===== src/rtl/mul_seq_ctrl.sv =====
// mul_seq_ctrl: multi-cycle 32x32->64 multiply sequencer for MULT/MULTU.
// One 32-bit ripple adder is reused over 32 iterations. Signed operands use
// radix-2 Booth recoding and unsigned operands use plain shift-add. The
// result lands in hi/lo on entry to the DONE state.
//
// Ports
//   clk        in   1   clock, rising edge
//   rst_n      in   1   asynchronous active-low reset
//   start      in   1   request; accepted only when busy == 0
//   is_signed  in   1   1 = MULT (Booth), 0 = MULTU (shift-add); sampled on accept
//   op_a       in   32  multiplicand; sampled on accept
//   op_b       in   32  multiplier; sampled on accept
//   flush      in   1   synchronous abort; drops the operation in flight
//   busy       out  1   state != IDLE
//   done       out  1   one-cycle pulse; hi/lo hold the new product
//   hi         out  32  product[63:32]
//   lo         out  32  product[31:0]
module mul_seq_ctrl #(
  parameter int unsigned WIDTH = 32,
  parameter int unsigned CNT_W = 6
) (
  input  logic             clk,
  input  logic             rst_n,
  input  logic             start,
  input  logic             is_signed,
  input  logic [WIDTH-1:0] op_a,
  input  logic [WIDTH-1:0] op_b,
  input  logic             flush,
  output logic             busy,
  output logic             done,
  output logic [WIDTH-1:0] hi,
  output logic [WIDTH-1:0] lo
);

  typedef enum logic [1:0] {StIdle, StRun, StDone} state_e;

  state_e             state_q, state_d;
  logic [CNT_W-1:0]   cnt_q, cnt_d;
  logic [WIDTH-1:0]   a_q, a_d;     // partial-product accumulator (upper half)
  logic [WIDTH-1:0]   q_q, q_d;     // multiplier, shifted out as product bits shift in
  logic [WIDTH-1:0]   m_q, m_d;     // multiplicand
  logic               qm1_q, qm1_d; // Booth look-behind bit
  logic               mode_q, mode_d;
  logic               done_q, done_d;
  logic [WIDTH-1:0]   hi_q, hi_d;
  logic [WIDTH-1:0]   lo_q, lo_d;

  // Adder operands and results
  logic [WIDTH-1:0]   add_b;
  logic               add_cin;
  logic [WIDTH-1:0]   sum;
  logic [WIDTH:0]     carry;
  logic               cout;
  logic               ovf;
  logic               ins;
  logic [2*WIDTH-1:0] shifted;

  // Operand selection: Booth pair {Q[0], q_m1} in signed mode, Q[0] otherwise.
  always_comb begin
    add_b   = '0;
    add_cin = 1'b0;
    if (mode_q) begin
      unique case ({q_q[0], qm1_q})
        2'b01: begin
          add_b   = m_q;
          add_cin = 1'b0;
        end
        2'b10: begin
          add_b   = ~m_q;
          add_cin = 1'b1;
        end
        default: begin
          add_b   = '0;
          add_cin = 1'b0;
        end
      endcase
    end else begin
      add_b = q_q[0] ? m_q : '0;
    end
  end

  // Ripple-carry adder: a = A, b = add_b, cin = add_cin.
  always_comb begin
    carry    = '0;
    sum      = '0;
    carry[0] = add_cin;
    for (int i = 0; i < WIDTH; i++) begin
      sum[i]     = a_q[i] ^ add_b[i] ^ carry[i];
      carry[i+1] = (a_q[i] & add_b[i]) | (a_q[i] & carry[i]) | (add_b[i] & carry[i]);
    end
    cout = carry[WIDTH];
    ovf  = carry[WIDTH] ^ carry[WIDTH-1];
  end

  // Bit shifted into A[31]: true sign of A+/-M in signed mode (survives
  // overflow, e.g. subtracting 0x80000000), carry-out in unsigned mode.
  assign ins     = mode_q ? (sum[WIDTH-1] ^ ovf) : cout;
  assign shifted = {ins, sum, q_q[WIDTH-1:1]};

  always_comb begin
    state_d = state_q;
    cnt_d   = cnt_q;
    a_d     = a_q;
    q_d     = q_q;
    m_d     = m_q;
    qm1_d   = qm1_q;
    mode_d  = mode_q;
    done_d  = 1'b0;
    hi_d    = hi_q;
    lo_d    = lo_q;

    unique case (state_q)
      StIdle: begin
        // Flush in IDLE wins over start so an aborted slot cannot launch.
        if (start && !flush) begin
          m_d     = op_a;
          q_d     = op_b;
          a_d     = '0;
          qm1_d   = 1'b0;
          mode_d  = is_signed;
          cnt_d   = '0;
          state_d = StRun;
        end
      end
      StRun: begin
        if (flush) begin
          state_d = StIdle;
        end else begin
          a_d   = shifted[2*WIDTH-1:WIDTH];
          q_d   = shifted[WIDTH-1:0];
          qm1_d = q_q[0];
          cnt_d = cnt_q + 1'b1;
          if (cnt_q == CNT_W'(WIDTH - 1)) begin
            state_d = StDone;
            done_d  = 1'b1;
            hi_d    = shifted[2*WIDTH-1:WIDTH];
            lo_d    = shifted[WIDTH-1:0];
          end
        end
      end
      StDone: begin
        state_d = StIdle;
      end
      default: begin
        state_d = StIdle;
      end
    endcase
  end

  always_ff @(posedge clk or negedge rst_n) begin
    if (!rst_n) begin
      state_q <= StIdle;
      cnt_q   <= '0;
      a_q     <= '0;
      q_q     <= '0;
      m_q     <= '0;
      qm1_q   <= 1'b0;
      mode_q  <= 1'b0;
      done_q  <= 1'b0;
      hi_q    <= '0;
      lo_q    <= '0;
    end else begin
      state_q <= state_d;
      cnt_q   <= cnt_d;
      a_q     <= a_d;
      q_q     <= q_d;
      m_q     <= m_d;
      qm1_q   <= qm1_d;
      mode_q  <= mode_d;
      done_q  <= done_d;
      hi_q    <= hi_d;
      lo_q    <= lo_d;
    end
  end

  assign busy = (state_q != StIdle);
  assign done = done_q;
  assign hi   = hi_q;
  assign lo   = lo_q;

endmodule

===== config.mk =====
export PLATFORM = sky130hd
export DESIGN_NAME = mul_seq_ctrl
export DESIGN_NICKNAME = d
export VERILOG_FILES = /design/src/rtl/mul_seq_ctrl.sv
export SDC_FILE = /design/constraint.sdc
export NUM_CORES = 1
export LEC_CHECK = 0
export ABC_AREA = 1
export CAP_MARGIN = 15
export CELL_PAD_IN_SITES_DETAIL_PLACEMENT = 0
export CELL_PAD_IN_SITES_GLOBAL_PLACEMENT = 1
export CORE_AREA = 4 4 147 149
export CTS_BUF_LIST = sky130_fd_sc_hd__clkbuf_16
export CTS_CLUSTER_SIZE = 30
export DETAILED_ROUTE_END_ITERATION = 10
export DIE_AREA = 0 0 151 153
export MAX_ROUTING_LAYER = met4
export PLACE_DENSITY_LB_ADDON = 0.1
export RECOVER_POWER = 25
export SKIP_CTS_REPAIR_TIMING = 1
export SLEW_MARGIN = 10
export SYNTH_ARGS = -nofsm -noshare
export SYNTH_HDL_FRONTEND = slang
export SYNTH_SLANG_ARGS = --single-unit

===== constraint.sdc =====
create_clock -name clk -period 16.3 [get_ports clk]
set_input_delay 3.26 -clock clk [delete_from_list [all_inputs] [get_ports clk]]
set_output_delay 3.26 -clock clk [all_outputs]
set_load 0.05 [all_outputs]

* Word-level counts from Yosys, hierarchy flattened
Index checks and enable logic that the tools add are counted.
W data, S select, Z words.
** Storage, ports and cells
- Output and inout bits :: 66
- Register bits after elaboration :: 171
- Word-level logic and storage cells :: 280
** Cells by class
- Reductions and logical operators :: 9
- Bitwise logic cells :: 228
- Equality and inequality tests :: 7
- Mux-type cells :: 25
- Add/subtract/negate cells :: 1
** Operators with widths (number)
- $mux W32 :: 6
- $pmux W32 S2 :: 3
- $and A1 B1 Y1 :: 96
- $xor A1 B1 Y1 :: 66
- $or A1 B1 Y1 :: 64
- $not A32 Y32 :: 1
- $mux W6 :: 2
- $pmux W6 S2 :: 1
- $mux W1 :: 8
- $add A6 B1 Y6 const B :: 1
- $eq A6 B5 Y1 const B :: 1
- $mux W2 :: 3
- $reduce_and A3 Y1 :: 2
- $eq A2 B1 Y1 const B :: 2
- $ne A2 B2 Y1 const B :: 2
- $pmux W2 S2 :: 1
- $reduce_and A2 Y1 :: 2
- $reduce_bool A2 Y1 :: 2
- $ne A3 B3 Y1 const B :: 1
- $eq A2 B2 Y1 const B :: 1
- $logic_not A2 Y1 :: 1
- $pmux W1 S2 :: 1
- $logic_and A1 B1 Y1 :: 1
- $logic_not A1 Y1 :: 1
- $not A1 Y1 :: 1

* Longest topological paths before layout
- Depth after elaboration :: 104
- Depth in mapped cells :: 44
- Depth with buffers taken out :: 43

* Least setup slack after synthesis
No wires, ideal clock.
- Kind :: flip-flop to flip-flop
- Start :: register mode_q
- End :: register a_q[30]
- Data required time :: 16.217 ns
- Cell stages (with the launch flop) :: 42
- Data arrival time :: 13.108 ns
- Library setup time :: 0.083 ns
- Setup slack :: 3.110 ns
- Cells stage by stage :: dfrtp_1 -> buf_2 -> inv_2 -> nor2_1 -> nor2_1 -> o21ai_0 -> o21ai_0 -> fa_1 -> inv_1 -> fa_1 -> fa_1 -> fa_1 -> fa_1 -> fa_1 -> fa_1 -> fa_1 -> fa_1 -> fa_1 -> [... 6 more ...] -> fa_1 -> fa_1 -> fa_1 -> fa_1 -> fa_1 -> fa_1 -> fa_1 -> fa_1 -> fa_1 -> fa_1 -> fa_1 -> fa_1 -> fa_1 -> fa_1 -> fa_1 -> inv_1 -> fa_1 -> o21ai_0
** On the way
- Longest elaborated chain between the ends :: 97
- Elaborated cells on any way between the ends :: 161
** RTL lines
- start: declaration :: RTL line 43 : logic mode_q, mode_d;
- start signal: assignment :: RTL line 169 : mode_q <= mode_d;
- $mux W32 or $mux W1 (tied branches) :: RTL line 62 : if (mode_q) begin
- $and A1 B1 Y1 :: RTL line 89 : carry[i+1] = (a_q[i] & add_b[i]) | (a_q[i] & carry[i]) | (add_b[i] & carry[i]);
- $or A1 B1 Y1 (2 in series) :: RTL line 89
- $and A1 B1 Y1 :: RTL line 89
- $or A1 B1 Y1 (2 in series) :: RTL line 89
- $and A1 B1 Y1 :: RTL line 89
- $or A1 B1 Y1 (2 in series) :: RTL line 89
- $and A1 B1 Y1 :: RTL line 89
- [... 75 more ...]
- $or A1 B1 Y1 (2 in series) :: RTL line 89
- $and A1 B1 Y1 :: RTL line 89
- $or A1 B1 Y1 (2 in series) :: RTL line 89
- $and A1 B1 Y1 :: RTL line 89
- $or A1 B1 Y1 (2 in series) :: RTL line 89
- $xor A1 B1 Y1 (*) :: RTL line 88 : sum[i] = a_q[i] ^ add_b[i] ^ carry[i];
- $mux W32 (*) :: RTL line 126 : if (flush) begin
- $pmux W32 S2 (*) :: RTL line 112 : unique case (state_q)
- end signal: assignment :: RTL line 154 : a_q <= '0;
- end signal: assignment :: RTL line 165 : a_q <= a_d;
- end: declaration :: RTL line 39 : logic [WIDTH-1:0] a_q, a_d;
Every way passes the cells marked *; elsewhere a longest branch is shown, timed or not. The select of a mux whose other input is x is not followed.
A chain may end at the register's enable or synchronous reset.

* Worst setup path in the final report
- Start :: register q_q[0]
- End :: register a_q[31]
** On the way
- Longest elaborated chain between the ends :: 104
- Elaborated cells on any way between the ends :: 174
** RTL lines
- start: declaration :: RTL line 40 : logic [WIDTH-1:0] q_q, q_d;
- start signal: assignment :: RTL line 166 : q_q <= q_d;
- $eq A2 B2 Y1 or $eq A2 B1 Y1 (tied branches) :: RTL line 63 : unique case ({q_q[0], qm1_q})
- $pmux W32 S2 or $mux W1 (tied branches) :: RTL line 63
- $mux W32 or $mux W1 (tied branches) :: RTL line 62
- $and A1 B1 Y1 :: RTL line 89
- $or A1 B1 Y1 (2 in series) :: RTL line 89
- $and A1 B1 Y1 :: RTL line 89
- $or A1 B1 Y1 (2 in series) :: RTL line 89
- $and A1 B1 Y1 :: RTL line 89
- [... 84 more ...]
- $or A1 B1 Y1 (2 in series) :: RTL line 89
- $and A1 B1 Y1 :: RTL line 89
- $or A1 B1 Y1 (2 in series) :: RTL line 89
- $xor A1 B1 Y1 :: RTL line 92 : ovf = carry[WIDTH] ^ carry[WIDTH-1];
- $xor A1 B1 Y1 :: RTL line 97 : assign ins = mode_q ? (sum[WIDTH-1] ^ ovf) : cout;
- $mux W1 (*) :: RTL line 97
- $mux W32 (*) :: RTL line 126
- $pmux W32 S2 (*) :: RTL line 112
Marks and branches as above.

==> flow_metrics.env <==
export IMPL_fin_area_mm2=0.0101
export IMPL_syn_inst=905
export IMPL_power_frac_seq=0.430
export IMPL_grt_pass1_vias=6003
export IMPL_die_area_mm2=0.0231
export IMPL_yosysTopAreaCell="dfrtp_1"
export IMPL_drive_above_1_share=0.0442
export IMPL_cts_tree="done"
export IMPL_layout_nets=1109
export IMPL_antenna_found_initial=0
export IMPL_io_pins=135
export IMPL_cp_common_cell="fa_1"
export IMPL_yosys_warnings=0
export IMPL_drv_slew=133
export IMPL_drc=0
export IMPL_crit_path_max_fanout=32
export IMPL_die_h_um=153
export IMPL_path_buf_inv=1
export IMPL_cpLargestDelayFamily="adder cells"
export IMPL_switchingPower_mw=0.434
export IMPL_r2r_cells=37
export IMPL_violations="capacitance limit, slew limit"
export IMPL_place_ws_ns=2.25
export IMPL_n_antenna_cell=0
export IMPL_leakage_nw=4.89
export IMPL_powerDensity_mw_per_mm2=124
export IMPL_core_area_mm2=0.0202
export IMPL_synth_enable_flop_cells=0
export IMPL_synth_seq_cells=171
export IMPL_comb_power_share=0.277
export IMPL_ant_nets=0
export IMPL_ys_flop_type="dfrtp_1"
export IMPL_r2r_start="q_q[0]"
export IMPL_yosysTopAreaCellShare=0.524
export IMPL_critical_path_class="flop to flop"
export IMPL_p_clk_frac=0.294
export IMPL_hold_path_class="flop to flop"
export IMPL_cp_arrival_ns=14.40
export IMPL_min_period_over_period=0.865
export IMPL_cts_sinks=171
export IMPL_start_util=0.405
export IMPL_hp_start="lo[23]"
export IMPL_grt_ovfl_total=0
export IMPL_fin_setup_tns_ns=0
export IMPL_portBuffers=134
export IMPL_ir_drop_mv=0.0739
export IMPL_syn_to_final_growth_pct=24.0
export IMPL_row_count=52
export IMPL_cts_buffer_depth=2
export IMPL_synth_nets=1008
export IMPL_hold_depth=2
export IMPL_final_hold_viol_count=0
export IMPL_cpPeakStageDelay_ns=0.69
export IMPL_worst_slack_ns=2.20
export IMPL_rsz0062_at_grt="no"
export IMPL_period_needed_ns=14.10
export IMPL_synthArstFlopShare=1.00
export IMPL_hold_end="lo[23]"
export IMPL_gp_congestion=0.773
export IMPL_crit_required_ns=16.60
export IMPL_finalSetupViolations=0
export IMPL_track_usage=0.176
export IMPL_grt_max_degree=106
export IMPL_cap_violations=2
export IMPL_synth_common_cells="333 x nand2_1, 171 x dfrtp_1, 87 x o21ai_0, 68 x nand3_1, 47 x inv_1"
export IMPL_grt_pass1_wl_um=31900
export IMPL_synthTopCellsByArea="dfrtp_1 52%, nand2_1 15%, fa_1 8.1%"
export IMPL_outcome="finished, violations left"
export IMPL_worstMarginPinSlew_ns=3.74
export IMPL_rrSetupSlack_ns=2.20
export IMPL_insertion_delay_ns=0.42
export IMPL_drt_iter0_markers=394
export IMPL_yosysMostFrequentCell="nand2_1"
export IMPL_p_int_mw=0.824
export IMPL_cp_end_kind="flop"
export IMPL_path_clk_slew_ns=0.07
export IMPL_syn_avg_cell_area_um2=9.02
export IMPL_syn_area_mm2=0.00816
export IMPL_htree_levels=4
export IMPL_hpwlAfterDp_um=12400
export IMPL_yosys_cell_types_count=23
export IMPL_relSlewSlack=-1.49
export IMPL_finalClockSkew_ns=0.0117
export IMPL_drt_pre_antenna_iters=4
export IMPL_seq_area_frac_synth=0.524
export IMPL_critPathLaunchType="flop"
export IMPL_wl_per_cell_um=14.8
export IMPL_cts_root_buf="clkbuf_16"
export IMPL_fmax_ghz=0.0709
export IMPL_cts_made_buffers=17
export IMPL_vias=6287
export IMPL_routed_wl_um=19100
export IMPL_rr_endpoint="a_q[31]"
export IMPL_swShare=0.345
export IMPL_via_per_inst=4.88
export IMPL_placed_area_mm2=0.00961
export IMPL_cp_slowest_cell="inv_1"
export IMPL_die_x_um=151
-- power groups by stage --
stage / combinational, mW / clock (mW) / sequential [mW]
global placement: 0.350 / 0 / 0.549
global route: 0.404 / 0.399 / 0.551
CTS: 0.355 / 0.379 / 0.542
finish: 0.348 / 0.370 / 0.541
floorplan: 0.248 / 0 / 0.536
detailed placement: 0.354 / 0 / 0.549
-- worst min-delay path, cell delays in order, from the launching register on --
cell	delay, ns
dfrtp_1	0.34
nand2_1	0.05
o21ai_0	0.05
-- state kept, by name, summed over array words and instances (netlist names) --
| register | cells |
|---|---|
| a_q | 32 |
| cnt_q | 6 |
| done | 1 |
| hi | 32 |
| lo | 32 |
| m_q | 32 |
| mode_q | 1 |
| q_q | 32 |
| qm1_q | 1 |
| state_q | 2 |
-- how the worst max path moves through the flow --
stage | from | slack (ns) | depth (start not counted) | to
after global routing | q_q[0] | 1.62 | 37 | a_q[31]
after detailed placement | q_q[0] | 2.25 | 35 | a_q[30]
final | q_q[0] | 2.20 | 37 | a_q[31]
after CTS | q_q[0] | 2.20 | 35 | hi[30]
after floorplan | mode_q | 3.11 | 41 | a_q[30]
after global placement | q_q[0] | 2.34 | 35 | hi[30]
-- layout make-up --
| class | instances | area (um2) |
|---|---|---|
| Clock buffer | 17 | 425 |
| Clock inverter | 15 | 98.8 |
| Fill cell | 1937 | 10100 |
| Inverter | 50 | 188 |
| Multi-Input combinational cell | 624 | 3400 |
| Sequential cell | 171 | 4280 |
| Tap cell | 270 | 338 |
| Timing Repair Buffer | 142 | 1390 |
-- placed cells by master, fill, tap and decap left out, types with 3 or more instances in the layout --
| cell | count |
|---|---|
| o21ai_0 | 87 |
| inv_2 | 3 |
| nor2_1 | 6 |
| nand2_1 | 333 |
| clkinv_2 | 4 |
| clkdlybuf4s50_1 | 133 |
| buf_4 | 7 |
| o211ai_1 | 32 |
| o21ai_1 | 19 |
| nor2_4 | 3 |
| nand3_1 | 68 |
| clkbuf_16 | 17 |
| inv_6 | 4 |
| inv_1 | 48 |
| dfrtp_1 | 171 |
| nand4_1 | 5 |
| fa_1 | 33 |
| a22oi_1 | 31 |
-- kinds of logic after synthesis --
family,after synthesis,share of synthesized area
DFF,171,0.524
and+or+nand+nor,419,0.208
buffers and inverters,110,0.0616
adders and majority gates,34,0.0825
AOI/OAI and AO/OA,171,0.124
-- metal layers --
layer	GRT usage	vias to the layer above	routed length, um	share of wire
met2	0.256	148	8560	0.45
met4	0.0440	0	116	0.0061
met3	0.0323	8	1080	0.056
li1	-	3176	-	-
met5	-	-	0	0
met1	0.257	2955	9370	0.49
-- per-stage QoR --
step	total power [mW]	instances	hold slack (ns)	util
CTS	1.28	1289	0.486	0.502
global placement	0.899	1257	0.464	0.476
finish	1.26	1289	0.481	0.502
detailed placement	0.902	1257	0.469	0.476
floorplan	0.783	905	0.459	-
global route	1.35	1289	0.495	0.502
No activity file was read; power rests on OpenSTA's default activity.
